`src/rtl/uart_cmd_sequencer_if.sv`:
```
// Byte-in / register-write-out bundle between the UART receiver side and the command sequencer.
// The receiver side (master) drives the byte strobe. The sequencer (slave) drives the write port and the status pulses.
// Port names keep the receiver/register-file naming already used in the codebase.
interface uart_cmd_if;
    logic [7:0] i_rx_data;
    logic       i_rx_valid;
    logic       o_wr_en;
    logic [7:0] o_wr_addr;
    logic [7:0] o_wr_data;
    logic       o_busy;
    logic       o_frame_ok;
    logic       o_err_checksum;
    logic       o_err_len;
    logic       o_err_timeout;
    logic       o_overrun;

    modport master (
        output i_rx_data, i_rx_valid,
        input  o_wr_en, o_wr_addr, o_wr_data, o_busy, o_frame_ok,
               o_err_checksum, o_err_len, o_err_timeout, o_overrun
    );

    modport slave (
        input  i_rx_data, i_rx_valid,
        output o_wr_en, o_wr_addr, o_wr_data, o_busy, o_frame_ok,
               o_err_checksum, o_err_len, o_err_timeout, o_overrun
    );
endinterface

```
`src/rtl/uart_cmd_sequencer.sv`:
```
// Parses SYNC/ADDR/LEN/PAYLOAD/CHK frames, buffers the payload, and replays it as burst register writes once the XOR check passes.
// Latency: the first write comes one cycle after CHK is accepted, with one write per cycle after that. o_frame_ok follows the last write.
// Backpressure: none is possible on the byte stream. Bytes arriving during COMMIT are dropped and flagged with o_overrun.
module uart_cmd_sequencer #(
    parameter int         MAX_LEN        = 16,
    parameter int         TIMEOUT_CYCLES = 668220,
    parameter logic [7:0] SYNC_BYTE      = 8'hA5
) (
    input  logic     clk,
    input  logic     r_reset,
    uart_cmd_if.slave bus
);
    localparam int              CW        = (TIMEOUT_CYCLES > 1) ? $clog2(TIMEOUT_CYCLES) : 1;
    localparam logic [CW-1:0]   TERM      = CW'(TIMEOUT_CYCLES - 1);
    localparam int              IW        = (MAX_LEN > 1) ? $clog2(MAX_LEN) : 1;
    localparam logic [7:0]      MAX_LEN_B = 8'(MAX_LEN);

    localparam logic [2:0] S_IDLE    = 3'd0;
    localparam logic [2:0] S_ADDR    = 3'd1;
    localparam logic [2:0] S_LEN     = 3'd2;
    localparam logic [2:0] S_PAYLOAD = 3'd3;
    localparam logic [2:0] S_CHECK   = 3'd4;
    localparam logic [2:0] S_COMMIT  = 3'd5;

    logic [2:0]    state, state_nxt;
    logic [7:0]    base, len, idx, chk;
    logic [CW-1:0] cnt;
    logic [7:0]    mem [2**IW];

    logic [7:0] rx_data;
    logic       rx_valid;
    logic       counting, timeout_hit;
    logic       len_err_n, chk_err_n, to_n, ok_n, ovr_n;

    logic       wr_en, busy, frame_ok, err_checksum, err_len, err_timeout, overrun;
    logic [7:0] wr_addr, wr_data;

    assign rx_data  = bus.i_rx_data;
    assign rx_valid = bus.i_rx_valid;

    // The inter-byte watchdog only runs while a frame is being received, not in IDLE or COMMIT.
    assign counting    = (state == S_ADDR) || (state == S_LEN) ||
                         (state == S_PAYLOAD) || (state == S_CHECK);
    // A byte that lands on the terminal count wins over the timeout.
    assign timeout_hit = counting && !rx_valid && (cnt == TERM);

    // Next state and one-cycle status flags. The timeout overrides any other transition.
    always_comb begin
        state_nxt = state;
        len_err_n = 1'b0;
        chk_err_n = 1'b0;
        to_n      = 1'b0;
        ok_n      = 1'b0;
        ovr_n     = 1'b0;
        case (state)
            S_IDLE:    if (rx_valid && rx_data == SYNC_BYTE) state_nxt = S_ADDR;
            S_ADDR:    if (rx_valid) state_nxt = S_LEN;
            S_LEN: begin
                if (rx_valid) begin
                    if (rx_data == 8'd0 || rx_data > MAX_LEN_B) begin
                        state_nxt = S_IDLE;
                        len_err_n = 1'b1;
                    end else begin
                        state_nxt = S_PAYLOAD;
                    end
                end
            end
            S_PAYLOAD: if (rx_valid && idx == len - 8'd1) state_nxt = S_CHECK;
            S_CHECK: begin
                if (rx_valid) begin
                    if (rx_data == chk) begin
                        state_nxt = S_COMMIT;
                    end else begin
                        state_nxt = S_IDLE;
                        chk_err_n = 1'b1;
                    end
                end
            end
            S_COMMIT: begin
                ovr_n = rx_valid;
                if (idx == len) begin
                    state_nxt = S_IDLE;
                    ok_n      = 1'b1;
                end
            end
            default:   state_nxt = S_IDLE;
        endcase
        if (timeout_hit) begin
            state_nxt = S_IDLE;
            to_n      = 1'b1;
        end
    end

    // Frame state, field capture, running XOR, watchdog and registered outputs.
    always_ff @(posedge clk) begin
        if (r_reset) begin
            state        <= S_IDLE;
            base         <= 8'd0;
            len          <= 8'd0;
            idx          <= 8'd0;
            chk          <= 8'd0;
            cnt          <= '0;
            wr_en        <= 1'b0;
            wr_addr      <= 8'd0;
            wr_data      <= 8'd0;
            busy         <= 1'b0;
            frame_ok     <= 1'b0;
            err_checksum <= 1'b0;
            err_len      <= 1'b0;
            err_timeout  <= 1'b0;
            overrun      <= 1'b0;
        end else begin
            state        <= state_nxt;
            busy         <= (state_nxt != S_IDLE);
            frame_ok     <= ok_n;
            err_checksum <= chk_err_n;
            err_len      <= len_err_n;
            err_timeout  <= to_n;
            overrun      <= ovr_n;
            wr_en        <= 1'b0;

            if (rx_valid || !counting || timeout_hit) cnt <= '0;
            else                                      cnt <= cnt + 1'b1;

            case (state)
                S_ADDR: if (rx_valid) begin
                    base <= rx_data;
                    chk  <= rx_data;
                end
                S_LEN: if (rx_valid) begin
                    len <= rx_data;
                    chk <= chk ^ rx_data;
                    idx <= 8'd0;
                end
                S_PAYLOAD: if (rx_valid) begin
                    chk <= chk ^ rx_data;
                    idx <= idx + 8'd1;
                end
                S_CHECK: if (state_nxt == S_COMMIT) begin
                    // The first write is issued on the checksum edge itself, so no bubble occurs before the burst.
                    wr_en   <= 1'b1;
                    wr_addr <= base;
                    wr_data <= mem[{IW{1'b0}}];
                    idx     <= 8'd1;
                end
                S_COMMIT: if (idx != len) begin
                    wr_en   <= 1'b1;
                    wr_addr <= base + idx;
                    wr_data <= mem[idx[IW-1:0]];
                    idx     <= idx + 8'd1;
                end
                default: ;
            endcase
        end
    end

    // Payload buffer. Its contents are only read after a full frame has rewritten them, so it needs no reset.
    always_ff @(posedge clk) begin
        if (state == S_PAYLOAD && rx_valid) mem[idx[IW-1:0]] <= rx_data;
    end

    assign bus.o_wr_en        = wr_en;
    assign bus.o_wr_addr      = wr_addr;
    assign bus.o_wr_data      = wr_data;
    assign bus.o_busy         = busy;
    assign bus.o_frame_ok     = frame_ok;
    assign bus.o_err_checksum = err_checksum;
    assign bus.o_err_len      = err_len;
    assign bus.o_err_timeout  = err_timeout;
    assign bus.o_overrun      = overrun;
endmodule

```
`src/flat_wrapper.sv`:
```
// flat-port wrapper written by rule: the top's interface ports become plain ports
module uart_cmd_sequencer_flat 
#(
    parameter int         MAX_LEN        = 16,
    parameter int         TIMEOUT_CYCLES = 668220,
    parameter logic [7:0] SYNC_BYTE      = 8'hA5
)
  (clk, r_reset, bus_i_rx_data, bus_i_rx_valid, bus_o_wr_en, bus_o_wr_addr, bus_o_wr_data, bus_o_busy, bus_o_frame_ok, bus_o_err_checksum, bus_o_err_len, bus_o_err_timeout, bus_o_overrun);
  uart_cmd_if bus_i ();
  input  logic clk;
  input  logic r_reset;
  input wire logic [$bits(bus_i.i_rx_data)-1:0] bus_i_rx_data;
  input wire logic [$bits(bus_i.i_rx_valid)-1:0] bus_i_rx_valid;
  output wire logic [$bits(bus_i.o_wr_en)-1:0] bus_o_wr_en;
  output wire logic [$bits(bus_i.o_wr_addr)-1:0] bus_o_wr_addr;
  output wire logic [$bits(bus_i.o_wr_data)-1:0] bus_o_wr_data;
  output wire logic [$bits(bus_i.o_busy)-1:0] bus_o_busy;
  output wire logic [$bits(bus_i.o_frame_ok)-1:0] bus_o_frame_ok;
  output wire logic [$bits(bus_i.o_err_checksum)-1:0] bus_o_err_checksum;
  output wire logic [$bits(bus_i.o_err_len)-1:0] bus_o_err_len;
  output wire logic [$bits(bus_i.o_err_timeout)-1:0] bus_o_err_timeout;
  output wire logic [$bits(bus_i.o_overrun)-1:0] bus_o_overrun;
  assign bus_i.i_rx_data = bus_i_rx_data;
  assign bus_i.i_rx_valid = bus_i_rx_valid;
  assign bus_o_wr_en = bus_i.o_wr_en;
  assign bus_o_wr_addr = bus_i.o_wr_addr;
  assign bus_o_wr_data = bus_i.o_wr_data;
  assign bus_o_busy = bus_i.o_busy;
  assign bus_o_frame_ok = bus_i.o_frame_ok;
  assign bus_o_err_checksum = bus_i.o_err_checksum;
  assign bus_o_err_len = bus_i.o_err_len;
  assign bus_o_err_timeout = bus_i.o_err_timeout;
  assign bus_o_overrun = bus_i.o_overrun;
  uart_cmd_sequencer #(.MAX_LEN(MAX_LEN), .TIMEOUT_CYCLES(TIMEOUT_CYCLES), .SYNC_BYTE(SYNC_BYTE)) u_core (.clk(clk), .r_reset(r_reset), .bus(bus_i));
endmodule
```
`config.mk`:
```
export PLATFORM = sky130hd
export DESIGN_NAME = uart_cmd_sequencer_flat
export DESIGN_NICKNAME = d
export VERILOG_FILES = /design/src/rtl/uart_cmd_sequencer_if.sv /design/src/rtl/uart_cmd_sequencer.sv /design/src/flat_wrapper.sv
export SDC_FILE = /design/constraint.sdc
export NUM_CORES = 1
export LEC_CHECK = 0
export CAP_MARGIN = 5
export CORE_UTILIZATION = 50
export DETAILED_ROUTE_END_ITERATION = 8
export GPL_TIMING_DRIVEN = 0
export PLACE_DENSITY_LB_ADDON = 0.25
export SLEW_MARGIN = 20
export SYNTH_ARGS = -nofsm -noshare
export SYNTH_HDL_FRONTEND = slang
export SYNTH_SLANG_ARGS = --single-unit
```
`constraint.sdc`:
```
create_clock -name clk -period 3.9 [get_ports clk]
set_input_delay 1.17 -clock clk [delete_from_list [all_inputs] [get_ports clk]]
set_output_delay 1.17 -clock clk [all_outputs]
set_load 0.03 [all_outputs]
```
==> results.sh <==
export IMPL_cts_root_buf="clkbuf_16"
export IMPL_fmax_mhz=280
export IMPL_period_needed_ps=3570
export IMPL_grt_use_total_pct=22.9
export IMPL_max_slew_margin_pct=26.5
export IMPL_clk_pin_slew_worst_paths_ps=60
export IMPL_synth_edf_count=128
export IMPL_numPortBuffers=33
export IMPL_outcome="finished, final reports clean"
export IMPL_clkLatencyLatePin_ps=510
export IMPL_dp_hpwl_microns=14100
export IMPL_cts_path_max_buffers=3
export IMPL_ys_top_cells_by_area="edfxtp_1 (42%), dfxtp_1 (18%), mux4_2 (9.9%)"
export IMPL_placed_cells=983
export IMPL_rows=49
export IMPL_grt_pass1_wl_microns=32100
export IMPL_grt_max_degree=23
export IMPL_hold_viol_final=0
export IMPL_critPathLaunchType="input port"
export IMPL_synth_distinct_cells=63
export IMPL_drive_above_1_share_pct=13.0
export IMPL_fp_dieArea_sq_mm=0.0188
export IMPL_final_cells=1022
export IMPL_nNetsFinal=803
export IMPL_rrSetupSlack_ps=1330
export IMPL_met3_usage_pct=3.74
export IMPL_ir_worst_vdd_v=0.000301
export IMPL_gp_congestion=0.860
export IMPL_cts_resized=0
export IMPL_ant_nets=0
export IMPL_cts_tree="done"
export IMPL_skew_ps=8.42
export IMPL_drv_cap=0
export IMPL_comb_power_share_pct=1.6
export IMPL_setup_viol=0
export IMPL_synth_area_per_cell_sq_um=12.7
export IMPL_netlist_area_leader_share_pct=42.1
export IMPL_syn_nets=746
export IMPL_first_iter_violations=502
export IMPL_area_growth_syn_to_layout_pct=14.7
export IMPL_crit_path_end_kind="register"
export IMPL_drcViolationCount=0
export IMPL_antenna_found_initial=0
export IMPL_p_seq_share_pct=52.7
export IMPL_cp_max_fo=22
export IMPL_die_h_microns=137
export IMPL_cp_slowest_stage_delay_ps=1150
export IMPL_setup_tns_ps=0
export IMPL_hp_class="register to register"
export IMPL_die_w_microns=137
export IMPL_htree_levels=1
export IMPL_finalCritPeriodShare_pct=91.5
export IMPL_ys_ff_latch=210
export IMPL_crit_path_cell_trace="clkdlybuf4s50_1 -> xnor2_1 -> nand4_1 -> nor2_1 -> a31o_2 -> clkbuf_1 -> nor2_1 -> a311oi_1"
export IMPL_synth_ff_type="edfxtp_1"
export IMPL_p_int_mw=3.54
export IMPL_required_ps=4310
export IMPL_n_antenna_cell=0
export IMPL_core_sq_mm=0.0179
export IMPL_ios=34
export IMPL_leakagePower_nw=3.31
export IMPL_clock_sinks=210
export IMPL_postCtsSetupBuffers=0
export IMPL_start_util_pct=51.0
export IMPL_wl_per_cell_microns=20.4
export IMPL_pwr_density_cell_mw_per_mm2=427
export IMPL_synthesis_instances=721
export IMPL_yosysWarnings=0
export IMPL_grt_ovfl_total=0
export IMPL_gr_max_usage_layer="met2"
export IMPL_clock_power_share_pct=45.7
export IMPL_yosysTopAreaCell="edfxtp_1"
export IMPL_rsz0062_at_grt="no"
export IMPL_yosysMostFrequentCell="edfxtp_1"
export IMPL_tightest_slew_ps=1100
export IMPL_crit_path_top_delay_cell="clkdlybuf4s50_1"
export IMPL_routed_wl_microns=20800
export IMPL_p_sw_uw=924
export IMPL_vias_per_cell=5.92
export IMPL_grt_pass1_vias=5870
export IMPL_slew_viol_final=0
export IMPL_syn_cell_area_sq_mm=0.00912
export IMPL_async_flop_share_pct=0
export IMPL_use_met2_pct=38.8
export IMPL_cp_arrival_ps=3980
export IMPL_firstDrtPassIters=5
export IMPL_use_met1_pct=30.8
export IMPL_crit_type="input port to register"
export IMPL_num_vias=6053
export IMPL_numCtsBuffers=22
export IMPL_switching_share_pct=20.7
export IMPL_ctsHoldBuffers=0
export IMPL_synthTopCellsByCount="edfxtp_1 (128), nand2_1 (93), nor2_1 (84)"
export IMPL_crit_top_cell="nor2_1"
export IMPL_yosysSeqAreaShare_pct=60.1
## area by class of cell
| class | count | area, sq um |
|---|---|---|
| multi-input cells | 459 | 3450 |
| flip-flops and latches | 210 | 5490 |
| clock inverters | 16 | 151 |
| fillers | 1428 | 7440 |
| well taps | 229 | 287 |
| inverters | 18 | 67.6 |
| repair buffers | 33 | 330 |
| clock buffers | 23 | 554 |
| plain buffers | 34 | 145 |
## through the flow
| stage | area [sq um] | setup slack [ps] | power [mW] | hold WS, ps | utilization (%) |
|---|---|---|---|---|---|
| 6_report | 10500 | 332 | 4.46 | 448 | 58.5 |
| 3_3_place_gp | 9740 | -257 | 2.47 | 428 | 54.4 |
| 3_5_place_dp | 9760 | -261 | 2.47 | 447 | 54.5 |
| 2_1_floorplan | 9120 | 948 | 2.42 | 413 | - |
| 4_1_cts | 10500 | 210 | 4.50 | 456 | 58.4 |
| 5_1_grt | 10500 | 47.9 | 4.58 | 472 | 58.5 |
## cell families after synthesis
group                    after synthesis  synth area share (%)
AND/OR/NAND/NOR                      264                  13.7
flip-flops                           210                  60.1
AO/OA/AOI/OAI                         90                  7.04
buffers and inverters                 52                  2.33
XOR/XNOR                              49                  4.70
multiplexers                          42                  10.1
adder cells (fa/ha/maj)               14                  2.00
## final timing paths
kind	start	cells past startpoint	to
worst max-delay path	bus_i_rx_data[7]	8	u_core.bus.o_wr_data[4]
worst min-delay path	u_core.cnt[0]	1	u_core.cnt[0]
worst max register to register	u_core.state[0]	5	u_core.mem[15][1]
worst min register to register	u_core.cnt[0]	1	u_core.cnt[0]
## metal layers
layer  routed length [microns]  share of wire (%)  up-vias
met5                         0                  0        -
li1                          -                  -     2788
met2                     10500                 50      202
met4                       316                1.5        0
met1                      8710                 42     3035
met3                      1300                6.3       28
## critical path, delay by kind of cell
kind,cells,cell delay (ps)
AOI/OAI and AO/OA,2,580
xor gates and xnor gates,1,190
and+or+nand+nor,3,510
buffers and inverters,2,1510
## power by group through the flow
stage	clock network, mW	registers (mW)	logic [mW]
floorplan	0	2.40	0.0195
global placement	0	2.40	0.0692
detailed placement	0	2.40	0.0715
CTS	2.08	2.35	0.0717
global route	2.15	2.35	0.0770
finish	2.04	2.35	0.0725
## registers in the layout, summed over array words and instances (netlist names), named ones only
signal                     flops
u_core.idx                     8
u_core.len                     8
u_core.bus.o_overrun           1
u_core.bus.o_err_checksum      1
u_core.bus.o_frame_ok          1
u_core.bus.o_wr_en             1
u_core.bus.o_err_timeout       1
u_core.base                    8
u_core.bus.o_busy              1
u_core.cnt                    20
u_core.mem                   128
u_core.chk                     8
u_core.state                   3
u_core.bus.o_wr_addr           8
u_core.bus.o_wr_data           8
u_core.bus.o_err_len           1
## placed cells by master (no fill, tap or decap), drive strengths merged, types with 3 or more instances in the layout
cell,Yosys,final
clkdlybuf4s50,0,33
dfxtp,82,82
clkbuf,22,45
or4,6,6
a21oi,25,25
o31ai,4,4
nor2b,5,5
or3,4,4
o21ai,11,11
o211ai,4,4
ha,13,13
nand2b,7,7
a211oi,8,8
nand2,93,93
nor4b,5,5
nand4,9,9
edfxtp,128,128
clkinv,0,11
nand3,12,12
mux4,40,40
nor2,84,84
nor3,10,10
xnor2,27,27
buf,12,12
xor2,22,22
inv,18,18
nor3b,5,5
a31oi,3,3
and3,4,4
or4b,3,3
and2,5,5
a311oi,13,13
clkinvlp,0,3
nor4,4,4
Power figures use the tool's default switching activity.
